### src/rtl/axis_byte_remove_pkt_if.sv
// Stream-in, remove-count and stream-out channels of the packet head-byte remover.
// The slave modport is the remover's view; the master modport is the surrounding logic's view.
interface axis_byte_remove_pkt_if #(
    parameter int unsigned DATA_WD       = 32,
    parameter int unsigned DATA_BYTE_WD  = DATA_WD / 8,
    parameter int unsigned BYTE_CNT_WD   = $clog2(DATA_BYTE_WD),
    parameter int unsigned REMOVE_CNT_WD = BYTE_CNT_WD + 2
);
    logic                     valid_in;
    logic [DATA_WD-1:0]       data_in;
    logic [DATA_BYTE_WD-1:0]  keep_in;
    logic                     last_in;
    logic                     ready_in;

    logic                     valid_out;
    logic [DATA_WD-1:0]       data_out;
    logic [DATA_BYTE_WD-1:0]  keep_out;
    logic                     last_out;
    logic                     ready_out;

    logic                     valid_remove;
    logic [REMOVE_CNT_WD-1:0] byte_remove_cnt;
    logic                     ready_remove;

    modport slave (
        input  valid_in, data_in, keep_in, last_in, ready_out, valid_remove, byte_remove_cnt,
        output ready_in, valid_out, data_out, keep_out, last_out, ready_remove
    );

    modport master (
        output valid_in, data_in, keep_in, last_in, ready_out, valid_remove, byte_remove_cnt,
        input  ready_in, valid_out, data_out, keep_out, last_out, ready_remove
    );
endinterface

### src/rtl/axis_byte_remove_pkt.sv
// Strips a per-packet count of leading bytes (possibly several beats) and realigns the rest.
// Optional packet statistics counters are enabled with `define BYTE_REMOVE_STATS_EN.
module axis_byte_remove_pkt #(
    parameter int unsigned DATA_WD       = 32,
    parameter int unsigned DATA_BYTE_WD  = DATA_WD / 8,
    parameter int unsigned BYTE_CNT_WD   = $clog2(DATA_BYTE_WD),
    parameter int unsigned REMOVE_CNT_WD = BYTE_CNT_WD + 2
) (
    input  logic                  clk,
    input  logic                  rstn,
    axis_byte_remove_pkt_if.slave bus
`ifdef BYTE_REMOVE_STATS_EN
    ,
    output logic [31:0]           stat_pkt_out,
    output logic [31:0]           stat_pkt_drop
`endif
);

    typedef enum logic [2:0] {
        IDLE,
        DROP,
        HEAD,
        SHIFT,
        FLUSH
    } state_e;

    localparam logic [REMOVE_CNT_WD-1:0] BYTES_L = REMOVE_CNT_WD'(DATA_BYTE_WD);

    state_e                    state_q, state_d;
    logic [REMOVE_CNT_WD-1:0]  drop_cnt_q, drop_cnt_d;
    logic [BYTE_CNT_WD-1:0]    shift_q, shift_d;
    logic [DATA_WD-1:0]        hold_q, hold_d;
    logic [DATA_BYTE_WD-1:0]   hold_keep_q, hold_keep_d;
    logic                      valid_out_q, valid_out_d;
    logic [DATA_WD-1:0]        data_out_q, data_out_d;
    logic [DATA_BYTE_WD-1:0]   keep_out_q, keep_out_d;
    logic                      last_out_q, last_out_d;

    logic                      ready_in;
    logic                      ready_remove;
    logic                      out_free;
    logic                      fire_in;
    logic                      fire_remove;
    logic [DATA_BYTE_WD-1:0]   keep_eff;
    logic [BYTE_CNT_WD:0]      keep_pop;
    logic                      tail_left;

    // Window of DATA_WD bits starting sh bytes into the concatenation {hi, lo}.
    function automatic logic [DATA_WD-1:0] align_data(
        input logic [DATA_WD-1:0]     hi,
        input logic [DATA_WD-1:0]     lo,
        input logic [BYTE_CNT_WD-1:0] sh
    );
        logic [2*DATA_WD-1:0] wide;
        wide = {hi, lo} << {sh, 3'b000};
        return wide[2*DATA_WD-1 -: DATA_WD];
    endfunction

    function automatic logic [DATA_BYTE_WD-1:0] align_keep(
        input logic [DATA_BYTE_WD-1:0] hi,
        input logic [DATA_BYTE_WD-1:0] lo,
        input logic [BYTE_CNT_WD-1:0]  sh
    );
        logic [2*DATA_BYTE_WD-1:0] wide;
        wide = {hi, lo} << sh;
        return wide[2*DATA_BYTE_WD-1 -: DATA_BYTE_WD];
    endfunction

    assign ready_remove = (state_q == IDLE);
    assign out_free     = !valid_out_q || bus.ready_out;
    assign fire_in      = bus.valid_in && ready_in;
    assign fire_remove  = bus.valid_remove && ready_remove;
    // Only the closing beat carries a partial keep; every earlier beat counts as full.
    assign keep_eff     = bus.last_in ? bus.keep_in : '1;
    assign tail_left    = keep_pop > {1'b0, shift_q};

    always_comb begin
        keep_pop = '0;
        for (int unsigned i = 0; i < DATA_BYTE_WD; i++) begin
            keep_pop = keep_pop + (BYTE_CNT_WD + 1)'(bus.keep_in[i]);
        end
    end

    always_comb begin
        ready_in = 1'b0;
        case (state_q)
            DROP, HEAD: ready_in = 1'b1;
            SHIFT:      ready_in = out_free;
            default:    ready_in = 1'b0;
        endcase
    end

    always_comb begin
        state_d     = state_q;
        drop_cnt_d  = drop_cnt_q;
        shift_d     = shift_q;
        hold_d      = hold_q;
        hold_keep_d = hold_keep_q;
        valid_out_d = valid_out_q && !bus.ready_out;
        data_out_d  = data_out_q;
        keep_out_d  = keep_out_q;
        last_out_d  = last_out_q;

        case (state_q)
            IDLE: begin
                if (fire_remove) begin
                    drop_cnt_d = bus.byte_remove_cnt / BYTES_L;
                    shift_d    = BYTE_CNT_WD'(bus.byte_remove_cnt % BYTES_L);
                    state_d    = ((bus.byte_remove_cnt / BYTES_L) != '0) ? DROP : HEAD;
                end
            end
            DROP: begin
                if (fire_in) begin
                    if (bus.last_in) begin
                        state_d = IDLE;
                    end else begin
                        drop_cnt_d = drop_cnt_q - REMOVE_CNT_WD'(1);
                        if (drop_cnt_q == REMOVE_CNT_WD'(1)) begin
                            state_d = HEAD;
                        end
                    end
                end
            end
            HEAD: begin
                if (fire_in) begin
                    hold_d      = bus.data_in;
                    hold_keep_d = keep_eff;
                    if (bus.last_in) begin
                        state_d = tail_left ? FLUSH : IDLE;
                    end else begin
                        state_d = SHIFT;
                    end
                end
            end
            SHIFT: begin
                if (fire_in) begin
                    valid_out_d = 1'b1;
                    data_out_d  = align_data(hold_q, bus.data_in, shift_q);
                    keep_out_d  = align_keep(hold_keep_q, keep_eff, shift_q);
                    last_out_d  = bus.last_in && !tail_left;
                    hold_d      = bus.data_in;
                    hold_keep_d = keep_eff;
                    if (bus.last_in) begin
                        state_d = tail_left ? FLUSH : IDLE;
                    end
                end
            end
            FLUSH: begin
                if (out_free) begin
                    valid_out_d = 1'b1;
                    data_out_d  = align_data(hold_q, '0, shift_q);
                    keep_out_d  = align_keep(hold_keep_q, '0, shift_q);
                    last_out_d  = 1'b1;
                    state_d     = IDLE;
                end
            end
            default: state_d = IDLE;
        endcase
    end

    always_ff @(posedge clk or negedge rstn) begin
        if (!rstn) begin
            state_q     <= IDLE;
            drop_cnt_q  <= '0;
            shift_q     <= '0;
            hold_q      <= '0;
            hold_keep_q <= '0;
            valid_out_q <= 1'b0;
            data_out_q  <= '0;
            keep_out_q  <= '0;
            last_out_q  <= 1'b0;
        end else begin
            state_q     <= state_d;
            drop_cnt_q  <= drop_cnt_d;
            shift_q     <= shift_d;
            hold_q      <= hold_d;
            hold_keep_q <= hold_keep_d;
            valid_out_q <= valid_out_d;
            data_out_q  <= data_out_d;
            keep_out_q  <= keep_out_d;
            last_out_q  <= last_out_d;
        end
    end

    assign bus.ready_in     = ready_in;
    assign bus.ready_remove = ready_remove;
    assign bus.valid_out    = valid_out_q;
    assign bus.data_out     = data_out_q;
    assign bus.keep_out     = keep_out_q;
    assign bus.last_out     = last_out_q;

`ifdef BYTE_REMOVE_STATS_EN
    logic [31:0] stat_out_q, stat_out_d;
    logic [31:0] stat_drop_q, stat_drop_d;
    logic        drop_evt;

    // A packet vanishes when its last beat lands in DROP, or in HEAD with nothing past the shift.
    always_comb begin
        drop_evt    = fire_in && bus.last_in &&
                      ((state_q == DROP) || ((state_q == HEAD) && !tail_left));
        stat_out_d  = stat_out_q;
        stat_drop_d = stat_drop_q;
        if (valid_out_q && bus.ready_out && last_out_q && (stat_out_q != '1)) begin
            stat_out_d = stat_out_q + 32'd1;
        end
        if (drop_evt && (stat_drop_q != '1)) begin
            stat_drop_d = stat_drop_q + 32'd1;
        end
    end

    always_ff @(posedge clk or negedge rstn) begin
        if (!rstn) begin
            stat_out_q  <= '0;
            stat_drop_q <= '0;
        end else begin
            stat_out_q  <= stat_out_d;
            stat_drop_q <= stat_drop_d;
        end
    end

    assign stat_pkt_out  = stat_out_q;
    assign stat_pkt_drop = stat_drop_q;
`endif

endmodule

### src/flat_wrapper.sv
// flat-port wrapper written by rule: the top's interface ports become plain ports
module axis_byte_remove_pkt_flat 
#(
    parameter int unsigned DATA_WD       = 32,
    parameter int unsigned DATA_BYTE_WD  = DATA_WD / 8,
    parameter int unsigned BYTE_CNT_WD   = $clog2(DATA_BYTE_WD),
    parameter int unsigned REMOVE_CNT_WD = BYTE_CNT_WD + 2
)
  (clk, rstn, bus_valid_in, bus_data_in, bus_keep_in, bus_last_in, bus_ready_out, bus_valid_remove, bus_byte_remove_cnt, bus_ready_in, bus_valid_out, bus_data_out, bus_keep_out, bus_last_out, bus_ready_remove);
  axis_byte_remove_pkt_if #(.DATA_WD(DATA_WD), .DATA_BYTE_WD(DATA_BYTE_WD), .BYTE_CNT_WD(BYTE_CNT_WD), .REMOVE_CNT_WD(REMOVE_CNT_WD)) bus_i ();
  input  logic clk;
  input  logic rstn;
  input wire logic [$bits(bus_i.valid_in)-1:0] bus_valid_in;
  input wire logic [$bits(bus_i.data_in)-1:0] bus_data_in;
  input wire logic [$bits(bus_i.keep_in)-1:0] bus_keep_in;
  input wire logic [$bits(bus_i.last_in)-1:0] bus_last_in;
  input wire logic [$bits(bus_i.ready_out)-1:0] bus_ready_out;
  input wire logic [$bits(bus_i.valid_remove)-1:0] bus_valid_remove;
  input wire logic [$bits(bus_i.byte_remove_cnt)-1:0] bus_byte_remove_cnt;
  output wire logic [$bits(bus_i.ready_in)-1:0] bus_ready_in;
  output wire logic [$bits(bus_i.valid_out)-1:0] bus_valid_out;
  output wire logic [$bits(bus_i.data_out)-1:0] bus_data_out;
  output wire logic [$bits(bus_i.keep_out)-1:0] bus_keep_out;
  output wire logic [$bits(bus_i.last_out)-1:0] bus_last_out;
  output wire logic [$bits(bus_i.ready_remove)-1:0] bus_ready_remove;
  assign bus_i.valid_in = bus_valid_in;
  assign bus_i.data_in = bus_data_in;
  assign bus_i.keep_in = bus_keep_in;
  assign bus_i.last_in = bus_last_in;
  assign bus_i.ready_out = bus_ready_out;
  assign bus_i.valid_remove = bus_valid_remove;
  assign bus_i.byte_remove_cnt = bus_byte_remove_cnt;
  assign bus_ready_in = bus_i.ready_in;
  assign bus_valid_out = bus_i.valid_out;
  assign bus_data_out = bus_i.data_out;
  assign bus_keep_out = bus_i.keep_out;
  assign bus_last_out = bus_i.last_out;
  assign bus_ready_remove = bus_i.ready_remove;
  axis_byte_remove_pkt #(.DATA_WD(DATA_WD), .DATA_BYTE_WD(DATA_BYTE_WD), .BYTE_CNT_WD(BYTE_CNT_WD), .REMOVE_CNT_WD(REMOVE_CNT_WD)) u_core (.clk(clk), .rstn(rstn), .bus(bus_i));
endmodule
### config.mk
export PLATFORM = sky130hd
export DESIGN_NAME = axis_byte_remove_pkt_flat
export DESIGN_NICKNAME = d
export VERILOG_FILES = /design/src/rtl/axis_byte_remove_pkt_if.sv /design/src/rtl/axis_byte_remove_pkt.sv /design/src/flat_wrapper.sv
export SDC_FILE = /design/constraint.sdc
export NUM_CORES = 1
export LEC_CHECK = 0
export CAP_MARGIN = 25
export CORE_ASPECT_RATIO = 1.25
export CORE_MARGIN = 4
export CORE_UTILIZATION = 48
export CTS_CLUSTER_SIZE = 10
export DETAILED_ROUTE_END_ITERATION = 8
export PLACE_DENSITY = 0.77
export SYNTH_ARGS = -nofsm -noshare
export SYNTH_HDL_FRONTEND = slang
export SYNTH_SLANG_ARGS = --single-unit
export TNS_END_PERCENT = 30
### constraint.sdc
create_clock -name clk -period 2.1 [get_ports clk]
set_clock_uncertainty 0.1 [all_clocks]
set_input_delay 0.63 -clock clk [delete_from_list [all_inputs] [get_ports clk]]
set_output_delay 0.63 -clock clk [all_outputs]
set_load 0.02 [all_outputs]
==> results of run 1 <==
-- metal layers --
layer / part of all wire [%] / vias to the layer above / global-route usage (%)
met1: 40 / 1769 / 25.2
met4: 2.6 / 0 / 8.57
met3: 4.9 / 22 / 4.80
met2: 52 / 88 / 38.3
met5: 0 / - / 0
li1: - / 1680 / -
-- cells in the mapped netlist, drive strengths merged, types with 6 or more instances --
library cell | instances | share of area, %
nand2 | 16 | 1.3
inv | 15 | 1.2
nor3 | 7 | 0.77
o21ai | 10 | 1.1
a211oi | 14 | 2.6
mux2 | 77 | 19
nor2 | 13 | 1.1
dfrtp | 83 | 45
mux2i | 19 | 4.2
mux4 | 8 | 3.9
nand3 | 6 | 0.66
clkbuf | 17 | 1.4
nor2b | 14 | 1.9
a21oi | 25 | 2.7
buf | 15 | 2.0
-- cells by family (layout without fill, tap and decap cells) --
family | count (synthesis) | count (layout)
muxes | 104 | 104
AOI/OAI and AO/OA | 85 | 85
DFF | 83 | 83
and+or+nand+nor | 67 | 67
buffers and inverters | 47 | 174
adders and majority gates | 7 | 7
xor gates and xnor gates | 2 | 2
-- flip-flops by register name, summed over array words and instances, names as in the netlist --
register and count:
u_core.bus.keep_out 4, u_core.shift_q 2, u_core.bus.data_out 32, u_core.bus.valid_out 1
u_core.state_q 3, u_core.hold_q 32, u_core.bus.last_out 1, u_core.hold_keep_q 4
u_core.drop_cnt_q 4
-- power groups by stage --
stage	Sequential, W	Combinational, W	Clock (W)
after floorplan	0.00325	0.00307	0
after global placement	0.00294	0.00517	0
after detailed placement	0.00299	0.00529	0
after CTS	0.00297	0.00549	0.00155
after global routing	0.00307	0.00594	0.00163
final	0.00297	0.00549	0.00152
-- how the worst max path moves through the flow --
stage	startpoint	endpoint	slack (ns)	depth (start not counted)
2_1_floorplan	bus_keep_in[0]	u_core.bus.last_out	-0.31	8
3_3_place_gp	bus_keep_in[1]	u_core.bus.last_out	-0.89	9
3_5_place_dp	bus_keep_in[1]	u_core.bus.last_out	-1.0	9
4_1_cts	bus_keep_in[1]	u_core.bus.last_out	-0.19	9
5_1_grt	bus_keep_in[1]	u_core.bus.last_out	-0.29	9
6_report	bus_keep_in[1]	u_core.bus.last_out	-0.16	9
-- what timing repair did --
action                                  4_1_cts  5_1_grt
setup buffers                                 4        0
hold buffers                                  0        0
gates cloned                                  2        0
gates resized for setup                      38       12
pin swaps                                     7        5
endpoints found under the hold margin         0        0
endpoints found under the setup margin       42       43
-- layout make-up --
class                           count  area, µm²
Timing Repair Buffer              145       1420
Sequential cell                    83       2080
Inverter                           15       56.3
Fill cell                         689       2830
Clock buffer                       11        243
Tap cell                          123        154
Clock inverter                      3       40.0
Multi-Input combinational cell    265       2400
-- per-stage QoR --
step | setup WS, ns | total power [W] | utilization, % | std cells | hold WS [ns]
after CTS | -0.193 | 0.0100 | 68.9 | 645 | 0.165
after global routing | -0.285 | 0.0106 | 69.3 | 645 | 0.179
final | -0.164 | 0.00998 | 69.3 | 645 | 0.160
after floorplan | -0.311 | 0.00632 | - | 395 | 0.234
after global placement | -0.885 | 0.00812 | 64.5 | 625 | 0.371
after detailed placement | -0.999 | 0.00829 | 64.5 | 625 | 0.388
==> impl_results.html, run 1 <==
<table>
<tr><th>Metric</th><th>Value</th></tr>
<tr><th colspan="2">Worst setup path</th></tr>
<tr><td>Total buffers and inverters traversed by the critical path</td><td>2</td></tr>
<tr><td>Largest incremental delay on the critical path</td><td>0.44 ns</td></tr>
<tr><td>Slowest CP cell</td><td>fa_1</td></tr>
<tr><td>Most used cell, CP</td><td>o31ai_2</td></tr>
<tr><td>Source of the worst register-to-register timing path</td><td>u_core.state_q[2]</td></tr>
<tr><td>Cell depth of the worst flop-to-flop path</td><td>5</td></tr>
<tr><td>Cell-by-cell listing of the critical path</td><td>buf_8, ha_4, fa_2, inv_2, fa_1, o31ai_2, o31ai_2, a21oi_1, mux2i_1</td></tr>
<tr><td>Peak fanout along the critical path</td><td>2</td></tr>
<tr><td>Critical setup path kind</td><td>primary input to flip-flop</td></tr>
<tr><td>Slack of the worst reg-to-reg path</td><td>-0.10 ns</td></tr>
<tr><td>R2R Path End</td><td>u_core.bus.data_out[31]</td></tr>
<tr><td>Cell type group with the largest total delay on the critical path</td><td>adder cells</td></tr>
<tr><td>Startpoint kind of the worst setup timing path</td><td>primary input</td></tr>
<tr><td>Arrival time at the worst endpoint</td><td>2.38 ns</td></tr>
<tr><td>Data required time of the critical path</td><td>2.22 ns</td></tr>
<tr><td>CP Capture Type</td><td>flip-flop</td></tr>
<tr><th colspan="2">Synth</th></tr>
<tr><td>Number of enable flip-flop cells after synthesis</td><td>0</td></tr>
<tr><td>Main combinational cell family by area after synthesis</td><td>multiplexers</td></tr>
<tr><td>Ys async rst share</td><td>100%</td></tr>
<tr><td>Flip-flop and latch count after synthesis</td><td>83</td></tr>
<tr><td>Seq/Total Area, Yosys</td><td>45.4%</td></tr>
<tr><td>Synth warn</td><td>0</td></tr>
<tr><td>Post-synthesis area per instance</td><td>11.6 µm²</td></tr>
<tr><td>Post-synthesis compound-gate area fraction</td><td>12.6%</td></tr>
<tr><td>Basic-gate share of the synthesized area counting and, or, nand and nor cells</td><td>7.71%</td></tr>
<tr><td>Post-Synth Adder-Cell Area</td><td>2.24%</td></tr>
<tr><td>Mux contribution to synthesized area</td><td>27.0%</td></tr>
<tr><td>Syn Nets</td><td>448</td></tr>
<tr><td>Primary flip-flop cell chosen by synthesis mapping</td><td>dfrtp_1</td></tr>
<tr><td>Synth unique cells</td><td>45</td></tr>
<tr><td>Fraction of synthesized cell area in xor and xnor cells</td><td>0.383%</td></tr>
<tr><td>Post-Synthesis Cell Area</td><td>4580 µm²</td></tr>
<tr><td>Instance count of the mapped netlist</td><td>395</td></tr>
<tr><th colspan="2">Outcome</th></tr>
<tr><td>Failing checks</td><td>setup timing</td></tr>
<tr><td>Result of the run</td><td>finished, violations left</td></tr>
<tr><th colspan="2">Floorplanning</th></tr>
<tr><td>X dimension of the die</td><td>95.4 µm</td></tr>
<tr><td>Number of rows created at floorplan</td><td>39</td></tr>
<tr><td>Vert. Die Dim</td><td>117 µm</td></tr>
<tr><td>Starting utilization of the core area</td><td>49.6%</td></tr>
<tr><td>Total I/O pin count</td><td>86</td></tr>
<tr><td>Die area</td><td>11200 µm²</td></tr>
<tr><td>Core box area</td><td>9220 µm²</td></tr>
<tr><th colspan="2">Placed design</th></tr>
<tr><td>Placed inst area</td><td>5950 µm²</td></tr>
<tr><td>Half-perimeter wire length after detailed placement</td><td>8240 µm</td></tr>
<tr><td>Number of port buffers</td><td>85</td></tr>
<tr><td>Final weighted congestion in routability-driven placement</td><td>0.883</td></tr>
<tr><th colspan="2">Routing</th></tr>
<tr><td>Detailed-route vias per instance</td><td>5.52</td></tr>
<tr><td>Routed wire length</td><td>11300 µm</td></tr>
<tr><td>Count of antenna-violating nets left after detailed routing</td><td>0</td></tr>
<tr><td>DR DRC count</td><td>0</td></tr>
<tr><td>Number of detailed-route iterations in the first pass</td><td>4</td></tr>
<tr><td>Post-DR wirelength/cell</td><td>17.5 µm</td></tr>
<tr><td>Vias after detailed routing</td><td>3559</td></tr>
<tr><td>Starting DRT DRC Count</td><td>145</td></tr>
<tr><th colspan="2">Global route</th></tr>
<tr><td>Number of global-route vias before repair</td><td>3866</td></tr>
<tr><td>Wire length of the first global-routing pass</td><td>18500 µm</td></tr>
<tr><td>Overall track demand over capacity in global routing</td><td>21.6%</td></tr>
<tr><td>Initial antenna violation count</td><td>0</td></tr>
<tr><td>Remaining global-route overflow</td><td>0</td></tr>
<tr><td>Maximum number of pins on one net before global-route repair</td><td>46</td></tr>
<tr><th colspan="2">Pwr</th></tr>
<tr><td>Net switching fraction of the power</td><td>36.1%</td></tr>
<tr><td>Power per Cell Area</td><td>1560 nW/µm²</td></tr>
<tr><td>Total net switching power</td><td>0.00360 W</td></tr>
<tr><td>Relative contribution of sequential cells to total power</td><td>29.7%</td></tr>
<tr><td>Leakage dissipation</td><td>2.73 nW</td></tr>
<tr><td>Int Power</td><td>0.00638 W</td></tr>
<tr><td>Power share of the clock group</td><td>15.3%</td></tr>
<tr><td>Worst-case vdd ir drop</td><td>0.000714 V</td></tr>
<tr><td>Combinational group share of total power</td><td>55.0%</td></tr>
<tr><th colspan="2">Clock network</th></tr>
<tr><td>Clock latency of the later-clocked register in the worst-skew pair</td><td>0.33 ns</td></tr>
<tr><td>Number of clock sinks seen by CTS</td><td>83</td></tr>
<tr><td>Longest Clk Path Bufs</td><td>2</td></tr>
<tr><td>CTS tree</td><td>done</td></tr>
<tr><td>TritonCTS Buffers</td><td>9</td></tr>
<tr><td>Clock-pin transition on the worst setup and hold timing paths</td><td>0.06 ns</td></tr>
<tr><td>Clk root buf</td><td>clkbuf_16</td></tr>
<tr><td>Count of H-tree levels built during CTS</td><td>3</td></tr>
<tr><th colspan="2">STA</th></tr>
<tr><td>Final Critical Period</td><td>2.26 ns</td></tr>
<tr><td>Worst Slack Setup Final</td><td>-0.164 ns</td></tr>
<tr><td>Setup violation total in the final timing report</td><td>26</td></tr>
<tr><td>Maximum frequency from static timing analysis</td><td>442 MHz</td></tr>
<tr><td>Unrepaired setup endpoints after global routing</td><td>true</td></tr>
<tr><td>Setup Total Neg Slack</td><td>-1.37 ns</td></tr>
<tr><td>Worst slew margin relative to its limit</td><td>68.4%</td></tr>
<tr><td>Transition time at the pin with the least slew margin</td><td>0.461 ns</td></tr>
<tr><td>Number of pins exceeding their max-slew limit in the final report</td><td>0</td></tr>
<tr><td>Share of the clock period used by the worst path after layout</td><td>108%</td></tr>
<tr><td>Count of endpoints failing hold in the final timing report</td><td>0</td></tr>
<tr><th colspan="2">Hold path</th></tr>
<tr><td>Class of the most critical hold timing path</td><td>primary input to async pin</td></tr>
<tr><th colspan="2">Finish</th></tr>
<tr><td>Share of cells above drive strength 1</td><td>35.2%</td></tr>
<tr><td>Most common cell after layout, fill and taps aside</td><td>dfrtp_1</td></tr>
<tr><td>Syn-to-layout area delta</td><td>39.6%</td></tr>
<tr><td>Nets</td><td>572</td></tr>
<tr><td>Antenna fix cells</td><td>0</td></tr>
<tr><td>Final Instance Area</td><td>6390 µm²</td></tr>
<tr><td>Most frequent cells in the layout</td><td>dfrtp_1 (80), clkdlybuf4s50_1 (72), mux2_2 (68)</td></tr>
<tr><th colspan="2">Flow run</th></tr>
<tr><td>Max capacitance violation total</td><td>0</td></tr>
</table>
No activity file was read; power rests on OpenSTA's default activity.
==> run 2, diff against run 1 <==
--- a/config.mk
+++ b/config.mk
@@ -15,4 +15,3 @@
 export SYNTH_ARGS = -nofsm -noshare
 export SYNTH_HDL_FRONTEND = slang
 export SYNTH_SLANG_ARGS = --single-unit
-export TNS_END_PERCENT = 30
==> run 2 against run 1 <==
The flow still finishes with violations (setup timing). Sequential power is 3% higher. Non-clock buffer count is 3 lower. Die area stayed put. Design area is 1.1% higher. Critical path type unchanged. Largest power group unchanged.
==> impl_results.html, run 2 (synthesis results as in run 1) <==
<table>
<tr><th>Metric</th><th>Value</th></tr>
<tr><th colspan="2">Hold path</th></tr>
<tr><td>Class of the most critical hold timing path</td><td>primary input to async pin</td></tr>
<tr><th colspan="2">Routing</th></tr>
<tr><td>Post-DR wirelength/cell</td><td>17.6 µm</td></tr>
<tr><td>Detailed-route vias per instance</td><td>5.59</td></tr>
<tr><td>Starting DRT DRC Count</td><td>139</td></tr>
<tr><td>DR DRC count</td><td>0</td></tr>
<tr><td>Vias after detailed routing</td><td>3593</td></tr>
<tr><td>Number of detailed-route iterations in the first pass</td><td>4</td></tr>
<tr><td>Count of antenna-violating nets left after detailed routing</td><td>0</td></tr>
<tr><td>Routed wire length</td><td>11300 µm</td></tr>
<tr><th colspan="2">STA</th></tr>
<tr><td>Number of pins exceeding their max-slew limit in the final report</td><td>0</td></tr>
<tr><td>Worst slew margin relative to its limit</td><td>68.5%</td></tr>
<tr><td>Transition time at the pin with the least slew margin</td><td>0.472 ns</td></tr>
<tr><td>Worst Slack Setup Final</td><td>-0.190 ns</td></tr>
<tr><td>Unrepaired setup endpoints after global routing</td><td>true</td></tr>
<tr><td>Share of the clock period used by the worst path after layout</td><td>109%</td></tr>
<tr><td>Maximum frequency from static timing analysis</td><td>437 MHz</td></tr>
<tr><td>Final Critical Period</td><td>2.29 ns</td></tr>
<tr><td>Count of endpoints failing hold in the final timing report</td><td>0</td></tr>
<tr><td>Setup violation total in the final timing report</td><td>14</td></tr>
<tr><th colspan="2">Finish</th></tr>
<tr><td>Final Core Density</td><td>70.1%</td></tr>
<tr><td>Nets</td><td>569</td></tr>
<tr><td>Final Instance Area</td><td>6460 µm²</td></tr>
<tr><td>Most common cell after layout, fill and taps aside</td><td>dfrtp_1</td></tr>
<tr><td>Syn-to-layout area delta</td><td>41.2%</td></tr>
<tr><td>Most frequent cells in the layout</td><td>dfrtp_1 (80), clkdlybuf4s50_1 (71), buf_4 (48)</td></tr>
<tr><td>Antenna fix cells</td><td>0</td></tr>
<tr><td>Share of cells above drive strength 1</td><td>35.0%</td></tr>
<tr><th colspan="2">Worst setup path</th></tr>
<tr><td>R2R Path End</td><td>u_core.bus.data_out[14]</td></tr>
<tr><td>Arrival time at the worst endpoint</td><td>2.40 ns</td></tr>
<tr><td>Critical setup path kind</td><td>primary input to flip-flop</td></tr>
<tr><td>Data required time of the critical path</td><td>2.21 ns</td></tr>
<tr><td>Peak fanout along the critical path</td><td>2</td></tr>
<tr><td>Slack of the worst reg-to-reg path</td><td>-0.08 ns</td></tr>
<tr><td>Source of the worst register-to-register timing path</td><td>u_core.state_q[1]</td></tr>
<tr><td>CP Capture Type</td><td>flip-flop</td></tr>
<tr><td>Startpoint kind of the worst setup timing path</td><td>primary input</td></tr>
<tr><td>Cell depth of the worst flop-to-flop path</td><td>6</td></tr>
<tr><th colspan="2">Placed design</th></tr>
<tr><td>Number of port buffers</td><td>85</td></tr>
<tr><td>Half-perimeter wire length after detailed placement</td><td>8140 µm</td></tr>
<tr><td>Final weighted congestion in routability-driven placement</td><td>0.895</td></tr>
<tr><td>Placed inst area</td><td>6020 µm²</td></tr>
<tr><th colspan="2">Floorplanning</th></tr>
<tr><td>X dimension of the die</td><td>95.4 µm</td></tr>
<tr><td>Die area</td><td>11200 µm²</td></tr>
<tr><td>Starting utilization of the core area</td><td>49.6%</td></tr>
<tr><td>Core box area</td><td>9220 µm²</td></tr>
<tr><td>Total I/O pin count</td><td>86</td></tr>
<tr><td>Number of rows created at floorplan</td><td>39</td></tr>
<tr><td>Vert. Die Dim</td><td>117 µm</td></tr>
<tr><th colspan="2">Flow run</th></tr>
<tr><td>Max capacitance violation total</td><td>0</td></tr>
<tr><th colspan="2">Clock network</th></tr>
<tr><td>Hold_buf cts</td><td>0</td></tr>
<tr><td>Longest Clk Path Bufs</td><td>2</td></tr>
<tr><td>Clock latency of the later-clocked register in the worst-skew pair</td><td>0.34 ns</td></tr>
<tr><td>Clock-pin transition on the worst setup and hold timing paths</td><td>0.06 ns</td></tr>
<tr><td>TritonCTS Buffers</td><td>9</td></tr>
<tr><td>Clk root buf</td><td>clkbuf_16</td></tr>
<tr><td>Count of H-tree levels built during CTS</td><td>3</td></tr>
<tr><td>CTS tree</td><td>done</td></tr>
<tr><td>Number of clock sinks seen by CTS</td><td>83</td></tr>
<tr><th colspan="2">Global route</th></tr>
<tr><td>Number of global-route vias before repair</td><td>3734</td></tr>
<tr><td>Wire length of the first global-routing pass</td><td>18500 µm</td></tr>
<tr><td>Overall track demand over capacity in global routing</td><td>21.6%</td></tr>
<tr><td>Initial antenna violation count</td><td>0</td></tr>
<tr><td>Maximum number of pins on one net before global-route repair</td><td>33</td></tr>
<tr><td>Remaining global-route overflow</td><td>0</td></tr>
<tr><th colspan="2">Outcome</th></tr>
<tr><td>Failing checks</td><td>setup timing</td></tr>
<tr><td>Result of the run</td><td>finished, violations left</td></tr>
<tr><th colspan="2">Pwr</th></tr>
<tr><td>Worst-case vdd ir drop</td><td>0.000908 V</td></tr>
<tr><td>Power per Cell Area</td><td>1590 nW/µm²</td></tr>
<tr><td>Leakage dissipation</td><td>2.79 nW</td></tr>
</table>
run 2: cell count changes in the layout (fill, tap and decap cells not counted), moves of 2 or more:
cell        previous run  this run
mux2_4                 7        30
mux2_2                68        47
buf_4                 52        48
buf_12                 5         7
bufbuf_16              2         0
clkinvlp_4             0         2
mux2_1                 2         0
nor2b_1               12        14
nor2b_2                2         0
run 2: metal layers:
layer | part of all wire, % | vias up | track usage (%)
met2 | 52 | 108 | 36.9
met4 | 1.9 | 0 | 7.99
met3 | 4.9 | 20 | 4.73
li1 | - | 1686 | -
met1 | 41 | 1779 | 26.8
met5 | 0 | - | 0
run 2: timing repair:
action | CTS | global route
buffers inserted | 0 | 5
cloned | 0 | 1
endpoints found under the setup margin | 64 | 41
hold endpoints to repair | 0 | 0
pin swaps | 7 | 5
resized for setup | 34 | 22
run 2: worst max path at each step:
stage,start,endpoint,slack (ns),cells past startpoint
floorplan,bus_keep_in[0],u_core.bus.last_out,-0.31,8
global placement,bus_keep_in[0],u_core.bus.last_out,-0.88,9
detailed placement,bus_keep_in[0],u_core.bus.last_out,-0.97,9
CTS,bus_keep_in[1],u_core.bus.last_out,-0.18,9
global route,bus_keep_in[1],u_core.bus.last_out,-0.31,9
finish,bus_keep_in[1],u_core.bus.last_out,-0.19,9
run 2: cell type report:
class                           count  area (µm²)
Clock buffer                       11         253
Clock inverter                      4        50.0
Fill cell                         647        2760
Inverter                           15        56.3
Multi-Input combinational cell    265        2480
Sequential cell                    83        2080
Tap cell                          123         154
Timing Repair Buffer              142        1390
run 2: where the power goes:
group / leakage (nW) / switching, W / internal (W)
sequential: 0.985 / 0.000645 / 0.00240
combinational: 1.66 / 0.00245 / 0.00319
clock: 0.144 / 0.000620 / 0.000977
total: 2.79 / 0.00372 / 0.00657
run 2: critical path, cell delays in order:
cell and delay [ns]:
buf_8 0.10, ha_4 0.22, fa_2 0.35, inv_2 0.06, fa_1 0.44, o31ai_2 0.22
o31ai_2 0.12, a21oi_1 0.16, mux2i_1 0.09
run 2: per-stage QoR:
step	power [W]	cells	worst slack, ns	TNS, ns	hold slack (ns)
6_report	0.0103	643	-0.190	-1.16	0.137
5_1_grt	0.0110	643	-0.312	-2.11	0.173
4_1_cts	0.0101	638	-0.179	-1.28	0.162
3_5_place_dp	0.00847	623	-0.969	-32.91	0.391
3_3_place_gp	0.00830	623	-0.880	-30.62	0.382
2_1_floorplan	0.00655	395	-0.311	-1.46	0.234
